--- config.mk ---
export PLATFORM = sky130hd
export DESIGN_NAME = uart_echo_responder
export DESIGN_NICKNAME = d
export VERILOG_FILES = /design/src/rtl/uart_echo_responder.sv
export SDC_FILE = /design/constraint.sdc
export NUM_CORES = 1
export LEC_CHECK = 0
export BUFFER_PORTS_ARGS = -buffer_cell sky130_fd_sc_hd__buf_2
export CAP_MARGIN = 30
export CORE_ASPECT_RATIO = 1.1
export CORE_MARGIN = 3
export CORE_UTILIZATION = 35
export DETAILED_ROUTE_END_ITERATION = 12
export GPL_TIMING_DRIVEN = 1
export PLACE_DENSITY = 0.51
export SETUP_SLACK_MARGIN = 0.02
export SYNTH_ARGS = -nofsm -noshare
export SYNTH_HDL_FRONTEND = slang
export SYNTH_SLANG_ARGS = --single-unit
--- constraint.sdc ---
create_clock -name clk -period 5.15 [get_ports clk]
set_input_delay 1.03 -clock clk [delete_from_list [all_inputs] [get_ports clk]]
set_output_delay 1.03 -clock clk [all_outputs]
set_load 0.01 [all_outputs]
--- src/rtl/uart_echo_responder.sv ---
// uart_echo_responder: takes bytes from the UART receiver (rdy / rdy_clr
// handshake), queues them in a small FIFO and replays them to the UART
// transmitter (wr_en / busy handshake), so every received byte is echoed.
//
// Optional build macro:
//   ECHO_UPCASE_EN - at the pop, lower-case ASCII 'a'..'z' is echoed as
//                    'A'..'Z'; every other byte passes unchanged.
module uart_echo_responder #(
    parameter int DEPTH         = 8,
    parameter int START_TIMEOUT = 16,
    localparam int AW           = $clog2(DEPTH)
) (
    input  logic          clk,
    input  logic          rst_n,
    input  logic [7:0]    rx_data,
    input  logic          rx_rdy,
    output logic          rx_rdy_clr,
    input  logic          tx_busy,
    output logic          tx_wr_en,
    output logic [7:0]    tx_data,
    input  logic          enable,
    output logic [AW:0]   fifo_count,
    output logic          overflow,
    output logic          start_err,
    output logic          idle
);

    localparam int TW = $clog2(START_TIMEOUT + 1);
    localparam logic [AW:0] FULL   = (AW+1)'(DEPTH);
    localparam logic [TW-1:0] TLAST = TW'(START_TIMEOUT - 1);

    typedef enum logic {
        I_WAIT,
        I_CLR
    } i_state_t;

    typedef enum logic [1:0] {
        E_IDLE,
        E_START,
        E_DONE
    } e_state_t;

    i_state_t         i_state, i_next;
    e_state_t         e_state, e_next;
    logic [DEPTH-1:0][7:0] mem;
    logic [AW-1:0]    wr_ptr, rd_ptr;
    logic [TW-1:0]    tmr, tmr_next;
    logic             push_req, push_ok, pop, err_set;
    logic [7:0]       pop_data;

    // Byte transform applied on the way out of the FIFO.
    function automatic logic [7:0] echo_map(input logic [7:0] b);
`ifdef ECHO_UPCASE_EN
        if (b >= 8'h61 && b <= 8'h7A)
            return b & 8'hDF;
        else
            return b;
`else
        return b;
`endif
    endfunction

    assign pop_data = echo_map(mem[rd_ptr]);

    // A byte landing on a full FIFO still fits if the head leaves this cycle.
    assign push_ok = push_req && ((fifo_count != FULL) || pop);

    // Ingress next-state: capture once per rdy level, then wait for it to drop.
    always_comb begin
        i_next   = i_state;
        push_req = 1'b0;
        case (i_state)
            I_WAIT: begin
                if (rx_rdy) begin
                    push_req = 1'b1;
                    i_next   = I_CLR;
                end
            end
            I_CLR: begin
                if (!rx_rdy)
                    i_next = I_WAIT;
            end
            default: i_next = I_WAIT;
        endcase
    end

    // Egress next-state: pop, wait for busy to rise (bounded), wait for busy to fall.
    always_comb begin
        e_next   = e_state;
        pop      = 1'b0;
        tmr_next = tmr;
        err_set  = 1'b0;
        case (e_state)
            E_IDLE: begin
                if ((fifo_count != '0) && enable && !tx_busy) begin
                    pop      = 1'b1;
                    tmr_next = '0;
                    e_next   = E_START;
                end
            end
            E_START: begin
                if (tx_busy) begin
                    e_next = E_DONE;
                end else if (tmr == TLAST) begin
                    // Transmitter never took the byte; drop it, no retry.
                    err_set = 1'b1;
                    e_next  = E_IDLE;
                end else begin
                    tmr_next = tmr + 1'b1;
                end
            end
            E_DONE: begin
                if (!tx_busy)
                    e_next = E_IDLE;
            end
            default: e_next = E_IDLE;
        endcase
    end

    // State registers, pointers, occupancy and the egress timer.
    always_ff @(posedge clk or negedge rst_n) begin
        if (!rst_n) begin
            i_state    <= I_WAIT;
            e_state    <= E_IDLE;
            wr_ptr     <= '0;
            rd_ptr     <= '0;
            fifo_count <= '0;
            tmr        <= '0;
        end else begin
            i_state <= i_next;
            e_state <= e_next;
            tmr     <= tmr_next;
            if (push_ok)
                wr_ptr <= wr_ptr + 1'b1;
            if (pop)
                rd_ptr <= rd_ptr + 1'b1;
            case ({push_ok, pop})
                2'b10:   fifo_count <= fifo_count + 1'b1;
                2'b01:   fifo_count <= fifo_count - 1'b1;
                default: fifo_count <= fifo_count;
            endcase
        end
    end

    // FIFO storage; contents need no reset since occupancy gates every read.
    always_ff @(posedge clk) begin
        if (push_ok)
            mem[wr_ptr] <= rx_data;
    end

    // Registered handshake strobes, output byte, sticky flags and idle.
    always_ff @(posedge clk or negedge rst_n) begin
        if (!rst_n) begin
            rx_rdy_clr <= 1'b0;
            tx_wr_en   <= 1'b0;
            tx_data    <= 8'h00;
            overflow   <= 1'b0;
            start_err  <= 1'b0;
            idle       <= 1'b1;
        end else begin
            // Clear is pulsed even for a dropped byte so the receiver re-arms.
            rx_rdy_clr <= push_req;
            tx_wr_en   <= pop;
            if (pop)
                tx_data <= pop_data;
            if (push_req && !push_ok)
                overflow <= 1'b1;
            if (err_set)
                start_err <= 1'b1;
            idle <= (i_state == I_WAIT) && (e_state == E_IDLE) && (fifo_count == '0);
        end
    end

endmodule
==> summary.txt, run 1 <==
Global routing
  • Grt ovf: 0
  • Grt peak-use layer: met2
  • Met3 GRT Util: 3.10%
  • First-pass GRT wire length: 11100 um
  • Largest net degree at the start of global routing: 32
  • GRT Util Overall: 12.3%
  • Vias in the first global route: 1911
  • Grt met1 use: 17.0%
  • Met2 Usage GRT: 18.3%
  • Initial antenna violation count: 0

STA
  • Min setup slack post-route: 2.23 ns
  • Setup violators final: 0
  • Clock skew: 0.0104 ns
  • Tmin final: 2.92 ns
  • RSZ-0062 raised after global routing: false
  • Fin. max-slew vios: 0
  • Final Hold Viols: 0
  • Slew HR: 37.4%
  • Fmax: 343 MHz
  • Worst slew pin tran: 0.937 ns
  • Fin Setup TNS: 0 ns
  • Hold_ws: 0.386 ns
  • Crit share post-route: 56.7%

Clocking
  • Clock edge transition at the registers on the reported setup and hold paths: 0.06 ns
  • CTS Buf Count: 9
  • Hold_buf cts: 0
  • Root Buffer: clkbuf_16
  • H-tree depth: 3
  • CTS tree: yes
  • Post-CTS Resized: 0
  • Clock latency on the worst-skew pair: 0.34 ns
  • Setup Fix Bufs, Post-CTS: 0
  • Max Buffers Root-to-Sink: 2
  • CTS Sinks: 95

Yosys
  • Synth unique cells: 49
  • Number of synthesized flops with an enable pin: 64
  • Synth area leaders: edfxtp_1 (50%), dfrtp_1 (19%), mux4_2 (9.3%)
  • Yosys warns: 0
  • FFs w/ async S/R, synth: 32.6%
  • Syn_area_per_cell: 17.4 um2
  • Post-synthesis instance total: 222
  • Area leader, netlist: edfxtp_1
  • Net Count, Synth: 242
  • #FFs+latches synth: 95
  • Synthesized cell area: 0.00387 mm2
  • Sequential area share after synthesis: 69.8%
  • Post-synth top area share: 49.7%
  • Ys flop type: edfxtp_1

Placement
  • Pre-CTS setup slack: 1.86 ns
  • Number of port buffers: 29
  • HPWL after DPL: 4530 um
  • GP Congestion: 0.703

Die
  • Full die area: 0.0123 mm2
  • Die width: 106 um
  • Die height: 116 um
  • IO Count: 30
  • Area of the core: 0.0106 mm2
  • FP Rows: 39
  • Initial core utilization: 36.5%

Routing
  • Routed via count: 1971
  • Drt via density: 4.85
  • 1st-iter DRT viols: 61
  • Drt total wl: 6840 um
  • Routed WL per cell: 16.8 um
  • DR pass1 iterations: 4
  • Antenna Nets Post-Route: 0
  • DRC: 0

Critical path
  • Worst reg2reg startpoint: fifo_count[0]
  • Crit path capture type: flop
  • R2R depth: 10
  • R2r endpoint: fifo_count[2]
  • R2r setup slk: 2.54 ns
  • Setup Crit Path Kind: in -> reg
  • Critical Path RT: 5.37 ns
  • Peak fanout along the critical path: 8
  • Arr. time, crit path: 3.13 ns
  • CP Launch Type: input port

Worst hold path
  • Hold Path Sink: idle
  • Hold path startpoint: i_state
  • Hold Path Class: reg -> reg
  • Hold path depth: 1

Finish
  • Most common cell after layout, fill and taps aside: edfxtp_1
  • Most frequent cells in the layout: edfxtp_1 (64), dfrtp_1 (30), buf_2 (29)
  • Layout cells sized above 1: 31.6%
  • Final #Nets: 278
  • Antenna Diode Count: 0
  • Syn-to-layout area delta: 15.3%
  • Area occupied by multi-input gates: 0.00111 mm2
  • Register Area: 0.00270 mm2
  • Fillers: 985

Power and ir drop
  • PwrDens: 510 mW/mm2
  • Leakage power: 1.66 nW
  • Worst VDD drop: 178 uV

Flow run
  • # Max-Cap Violations: 0

Outcome
  • Status: finished, final reports clean
synthesized netlist by cell type, types with 2 or more instances:
cell type / n
o21ai_1: 11
nand2b_1: 3
inv_1: 3
buf_1: 2
nand2_1: 19
nor4b_2: 3
xnor2_1: 6
nor2_1: 4
mux2i_1: 8
xor2_1: 3
nor4_1: 2
edfxtp_1: 64
mux4_2: 16
nor3_1: 2
buf_2: 3
ha_1: 7
a21oi_1: 2
buf_4: 2
dfrtp_1: 30
inv_2: 2
nor3b_2: 2
per-layer routing:
metal,routed length (um),up-vias
li1,-,926
met1,3200,998
met2,3230,34
met4,159,0
met5,0,-
met3,244,13
sequential cells by signal, indices dropped and copies added (netlist names):
register,count
idle,1
start_err,1
e_state,2
i_state,1
rd_ptr,3
tmr,5
overflow,1
tx_data,8
fifo_count,4
wr_ptr,3
mem,64
tx_wr_en,1
rx_rdy_clr,1
worst max-delay path: stages:
cell,delay (ns)
buf_2,0.13
or4b_4,0.51
a21oi_4,0.22
inv_4,0.10
ha_1,0.28
xor2_1,0.17
ha_1,0.18
a21oi_1,0.15
xor2_1,0.16
nor2_1,0.06
xor2_1,0.14
logic make-up after synthesis:
| group | after synthesis | synth area share (%) |
|---|---|---|
| flops | 95 | 69.8 |
| compound gates | 24 | 4.21 |
| buf+inv | 14 | 1.71 |
| mux | 25 | 11.7 |
| fa+ha+maj | 7 | 2.26 |
| simple gates | 48 | 8.31 |
| xor+xnor | 9 | 2.04 |
metrics by stage:
stage | utilization [%] | std cells | cell area (um2) | total power [mW]
2_1_floorplan | - | 222 | 3870 | 1.51
3_3_place_gp | 39.4 | 388 | 4170 | 1.69
3_5_place_dp | 39.5 | 390 | 4190 | 1.70
4_1_cts | 42.1 | 406 | 4460 | 2.32
5_1_grt | 42.1 | 406 | 4460 | 2.43
6_report | 42.1 | 406 | 4460 | 2.27
worst max path at each step:
stage	startpoint	end	slack [ns]	cells after the start
after floorplan	tx_busy	mem[0]	2.11	4
after detailed placement	tx_busy	fifo_count[2]	1.86	11
after global placement	tx_busy	mem[37]	1.79	5
after global routing	tx_busy	fifo_count[2]	2.14	11
final	tx_busy	fifo_count[2]	2.23	11
after CTS	tx_busy	fifo_count[2]	2.23	11
area by class of cell:
type,instances,share of cell area (%)
inverter,6,0.561
multi-input combinational,113,24.9
timing repair buffer,33,3.93
sequential,95,60.5
clock inverter,5,0.926
tap,143,4.01
clock buffer,11,5.22
report_power, final:
part           switching [mW]  internal, mW
registers               0.159         0.943
clock network           0.282         0.332
logic                   0.262         0.295
total                   0.703          1.57
(Power assumes the default switching activity.)
==> run 2: changes to the inputs <==
==> constraint.sdc (replaced) <==
create_clock -name clk -period 3.1 [get_ports clk]
set_input_delay 0.62 -clock clk [delete_from_list [all_inputs] [get_ports clk]]
set_output_delay 0.62 -clock clk [all_outputs]
set_load 0.01 [all_outputs]
==> run 2 against run 1 <==
Core utilization increased by 0.61 points. Combinational power increased by 69%. Count of clock-buffer cells in the layout decreased by 1. Largest power group unchanged. Die area unchanged. Sequential share of layout area decreased by 0.87 points. Non-clock buffer count increased by 6. Register-to-register slack got worse by 2.0 ns. Sequential cell count unchanged. Via count decreased by 0.56%. Final cell count increased by 1.2%. Final area increased by 1.5%. Setup slack got worse by 1.7 ns.
==> summary.txt, run 2 (synthesized netlist as in run 1, its figures left out) <==
Global routing
  • Largest net degree at the start of global routing: 32
  • Initial antenna violation count: 0
  • First-pass GRT wire length: 11100 um
  • Vias in the first global route: 1949
  • Grt ovf: 0
  • GRT Util Overall: 12.5%

Clocking
  • CTS Sinks: 95
  • Clock edge transition at the registers on the reported setup and hold paths: 0.06 ns
  • Max Buffers Root-to-Sink: 2
  • Post-CTS Resized: 0
  • Hold_buf cts: 0
  • Clock latency on the worst-skew pair: 0.34 ns
  • Root Buffer: clkbuf_16
  • CTS tree: yes
  • Setup Fix Bufs, Post-CTS: 0
  • CTS Buf Count: 9
  • H-tree depth: 3

Routing
  • Antenna Nets Post-Route: 0
  • 1st-iter DRT viols: 48
  • Drt via density: 4.77
  • DR pass1 iterations: 5
  • Drt total wl: 6980 um
  • DRC: 0
  • Routed WL per cell: 17.0 um
  • Routed via count: 1960

Power and ir drop
  • Worst VDD drop: 303 uV
  • PwrDens: 854 mW/mm2
  • Leakage power: 1.70 nW

Critical path
  • R2r setup slk: 0.54 ns
  • CP Launch Type: flop
  • Worst reg2reg startpoint: e_state[1]
  • R2R depth: 10
  • Most frequent CP cell: xor2_1
  • Setup Crit Path Kind: reg -> reg
  • Buf/Inv on CP: 1
  • Critical Path RT: 3.32 ns
  • Crit path max-delay cell type: or4b_4
  • Crit path depth: 10
  • Slowest cell delay on critical path: 0.58 ns
  • CP cell instances: or4b_4 -> a21oi_4 -> inv_4 -> ha_1 -> xor2_1 -> ha_1 -> a21oi_1 -> xor2_1 -> nor2_1 -> xor2_1
  • Worst setup path end: fifo_count[2]
  • Setup crit start: e_state[1]
  • Arr. time, crit path: 2.77 ns
  • R2r endpoint: fifo_count[2]
  • CP top delay family: simple AND/OR/NAND/NOR gates
  • Crit path capture type: flop
  • Peak fanout along the critical path: 8

STA
  • Clock skew: 0.00866 ns
  • Fmax: 391 MHz
  • Fin. max-slew vios: 0
  • Fin Setup TNS: 0 ns
  • Slew HR: 46.3%
  • Worst slew pin tran: 0.806 ns
  • Tmin final: 2.56 ns
  • Crit share post-route: 82.4%
  • RSZ-0062 raised after global routing: false
  • Final Hold Viols: 0
  • Setup violators final: 0

Finish
  • Max reg flops: 64
  • Most frequent cells in the layout: edfxtp_1 (64), dfrtp_1 (30), buf_2 (29)
  • Fillers: 989
  • Most common cell after layout, fill and taps aside: edfxtp_1
  • Finished Layout Cells: 411
  • Final #Nets: 284
  • Syn-to-layout area delta: 17.0%
  • Biggest regs: mem (64), tx_data (8), tmr (5)
  • Layout cells sized above 1: 33.2%
  • Final core occ: 42.7%
  • Antenna Diode Count: 0
  • Largest Register: mem

Worst hold path
  • Hold Path Class: in -> async

Die
  • FP Rows: 39
  • Area of the core: 0.0106 mm2
  • Die height: 116 um
  • Full die area: 0.0123 mm2
  • Die width: 106 um
  • IO Count: 30
  • Initial core utilization: 36.5%

Outcome
  • Status: finished, final reports clean

Flow run
  • # Max-Cap Violations: 0

Placement
  • GP Congestion: 0.696
  • HPWL after DPL: 4440 um
  • Cells after DPL: 396
  • Number of port buffers: 29
## run 2: through the flow
step	hold WS, ns	power (mW)	worst slack (ns)	instance area (um2)
after global routing	0.382	4.12	0.396	4530
after CTS	0.361	3.94	0.523	4530
after floorplan	0.324	2.51	0.474	3870
after detailed placement	0.390	2.83	0.267	4230
after global placement	0.404	2.81	0.295	4230
final	0.328	3.86	0.545	4530
## run 2: cell type report
cell class	instances	area, um2	share of cell area [%]
Tap cell	143	179	3.95
Clock inverter	5	65.1	1.44
Timing Repair Buffer	39	220	4.87
Sequential cell	95	2700	59.6
Clock buffer	10	229	5.06
Inverter	6	25.0	0.553
Multi-Input combinational cell	113	1110	24.5
## run 2: per-layer routing
metal	share of wire, %	up-vias	GRT usage, %	wire length (um)
met1	46	977	15.9	3220
met2	48	42	20.0	3330
met5	0	-	0	0
li1	-	935	-	-
met3	5.0	6	3.87	346
met4	1.1	0	5.27	78
## run 2: how the worst min path moves through the flow
stage	from	endpoint	depth (start not counted)
after floorplan	rst_n	e_state[0]	0
after global placement	i_state	idle	1
after detailed placement	i_state	idle	1
after CTS	rst_n	fifo_count[0]	1
after global routing	rst_n	fifo_count[3]	1
final	rst_n	fifo_count[0]	1
## run 2: power by group
part	total (mW)	internal (mW)	leakage (nW)	switching [mW]
clock network	1.10	0.631	0.144	0.465
logic	0.942	0.500	0.594	0.442
registers	1.82	1.57	0.966	0.259
==> run 3: changes to the inputs <==
==> constraint.sdc (replaced) <==
create_clock -name clk -period 2.4 [get_ports clk]
set_input_delay 0.48 -clock clk [delete_from_list [all_inputs] [get_ports clk]]
set_output_delay 0.48 -clock clk [all_outputs]
set_load 0.01 [all_outputs]
==> run 3 against run 2 <==
Hold slack got worse by 0.14 ns. Wire length increased by 1.4%. Total power increased by 32%. Setup slack got worse by 0.39 ns. Count of clock-buffer cells in the layout unchanged. Non-clock buffer count increased by 13. Largest power group unchanged.
==> summary.txt, run 3 (synthesized netlist as in run 1, its figures left out) <==
STA
  • Final Hold Viols: 0
  • Worst slew pin tran: 0.698 ns
  • Fin. max-slew vios: 0
  • Clock skew: 0.00780 ns
  • Hold_ws: 0.186 ns
  • Tmin final: 2.25 ns
  • RSZ-0062 raised after global routing: false
  • Slew HR: 53.5%
  • Fmax: 445 MHz
  • Crit share post-route: 93.6%
  • Min setup slack post-route: 0.154 ns
  • Fin Setup TNS: 0 ns
  • Setup violators final: 0

Clocking
  • Clock latency on the worst-skew pair: 0.34 ns
  • Max Buffers Root-to-Sink: 2
  • Clock edge transition at the registers on the reported setup and hold paths: 0.06 ns
  • CTS tree: yes
  • H-tree depth: 3
  • CTS Sinks: 95
  • Setup Fix Bufs, Post-CTS: 0
  • Root Buffer: clkbuf_16
  • CTS Buf Count: 9

Critical path
  • Critical Path RT: 2.61 ns
  • Peak fanout along the critical path: 3
  • Setup crit start: e_state[0]
  • Worst reg2reg startpoint: e_state[0]
  • Setup Crit Path Kind: reg -> reg
  • R2r setup slk: 0.15 ns
  • Arr. time, crit path: 2.46 ns
  • R2R depth: 10
  • Crit path capture type: flop
  • CP Launch Type: flop
  • R2r endpoint: fifo_count[2]

Global routing
  • First-pass GRT wire length: 11200 um
  • Grt ovf: 0
  • Largest net degree at the start of global routing: 32
  • GRT Util Overall: 12.5%
  • Initial antenna violation count: 0
  • Vias in the first global route: 2032

Finish
  • Largest Register: mem
  • Final #Nets: 297
  • Syn-to-layout area delta: 20.2%
  • Most common cell after layout, fill and taps aside: edfxtp_1
  • Biggest regs: mem (64), tx_data (8), tmr (5)
  • Final Cell Area: 0.00465 mm2
  • Final core occ: 43.9%
  • Antenna Diode Count: 0
  • Layout cells sized above 1: 37.4%
  • Finished Layout Cells: 424
  • Most frequent cells in the layout: edfxtp_1 (64), dfrtp_1 (30), buf_2 (29)
  • Max reg flops: 64

Routing
  • Met2 wire len: 3410 um
  • Met3 WL: 248 um
  • Drt total wl: 7070 um
  • Drt via density: 4.73
  • Max layer used: met4
  • Routed via count: 2007
  • Routed WL per cell: 16.7 um
  • DR pass1 iterations: 4
  • 1st-iter DRT viols: 68
  • Antenna Nets Post-Route: 0
  • Met1 WL: 3280 um
  • DRC: 0

Placement
  • Number of port buffers: 29
  • GP Congestion: 0.688
  • HPWL after DPL: 4490 um
  • Cells after DPL: 409
  • Area after DPL: 0.00435 mm2
  • Pre-CTS setup slack: -0.0320 ns

Die
  • Full die area: 0.0123 mm2
  • IO Count: 30
  • Area of the core: 0.0106 mm2
  • Die height: 116 um
  • Die width: 106 um
  • FP Rows: 39
  • Initial core utilization: 36.5%

Power and ir drop
  • Clock share of power: 27.9%
  • Reg power frac: 44.5%
  • Pwr Total: 5.11 mW
  • PwrDens: 1100 mW/mm2
  • Sw frac: 30.3%
  • Int Power: 3.56 mW
  • Psw: 1.55 mW
  • Worst VDD drop: 403 uV
  • Leakage power: 1.77 nW
  • Logic pwr share: 27.5%

Flow run
  • # Max-Cap Violations: 0

Worst hold path
  • Hold Path Class: in -> async

Outcome
  • Status: finished, final reports clean
## run 3: changes by cell type in the layout (fill, tap and decap cells not counted)
| cell | before | now |
|---|---|---|
| ha_1 | 7 | 5 |
| a21oi_2 | 1 | 2 |
| clkinv_4 | 1 | 2 |
| a21oi_1 | 2 | 1 |
| inv_8 | 0 | 1 |
| buf_4 | 10 | 22 |
| buf_12 | 0 | 1 |
| inv_6 | 3 | 1 |
| ha_2 | 0 | 2 |
## run 3: worst max path at each step
stage	slack [ns]	to	cells past startpoint
4_1_cts	0.13	fifo_count[2]	10
2_1_floorplan	0.03	fifo_count[2]	11
3_5_place_dp	-0.03	fifo_count[2]	11
6_report	0.15	fifo_count[2]	10
3_3_place_gp	-0.01	fifo_count[2]	11
5_1_grt	0.04	fifo_count[2]	10
## run 3: layer usage
layer / vias to the layer above / GRT usage [%]
li1: 962 / -
met1: 997 / 16.2
met3: 9 / 3.15
met4: 0 / 5.96
met2: 39 / 19.9
met5: - / 0
## run 3: worst max-delay path, cell delays in order, from the launching register on
cell	delay, ns
dfrtp_1	0.38
or4b_4	0.54
a21oi_4	0.20
inv_4	0.05
ha_2	0.18
xor2_1	0.14
ha_2	0.17
a21oi_2	0.12
xor2_1	0.15
nor2_1	0.06
xor2_1	0.13
## run 3: cell type report
| class | instances | area (um2) |
|---|---|---|
| fill | 959 | 5940 |
| sequential | 95 | 2700 |
| tap | 143 | 179 |
| clock buffer | 10 | 229 |
| clock inverter | 5 | 67.6 |
| inverter | 6 | 25.0 |
| multi-input combinational | 113 | 1120 |
| timing repair buffer | 52 | 330 |
## run 3: what timing repair did
action	in CTS	in global routing
setup endpoints to repair	0	1
resized for setup	0	1
hold buffers	0	0
## run 3: power by group through the flow
| stage | logic [mW] | clock network [mW] | registers, mW |
|---|---|---|---|
| detailed placement | 1.44 | 0 | 2.31 |
| global route | 1.57 | 1.54 | 2.31 |
| global placement | 1.43 | 0 | 2.31 |
| floorplan | 0.983 | 0 | 2.28 |
| CTS | 1.44 | 1.47 | 2.28 |
| finish | 1.41 | 1.43 | 2.28 |
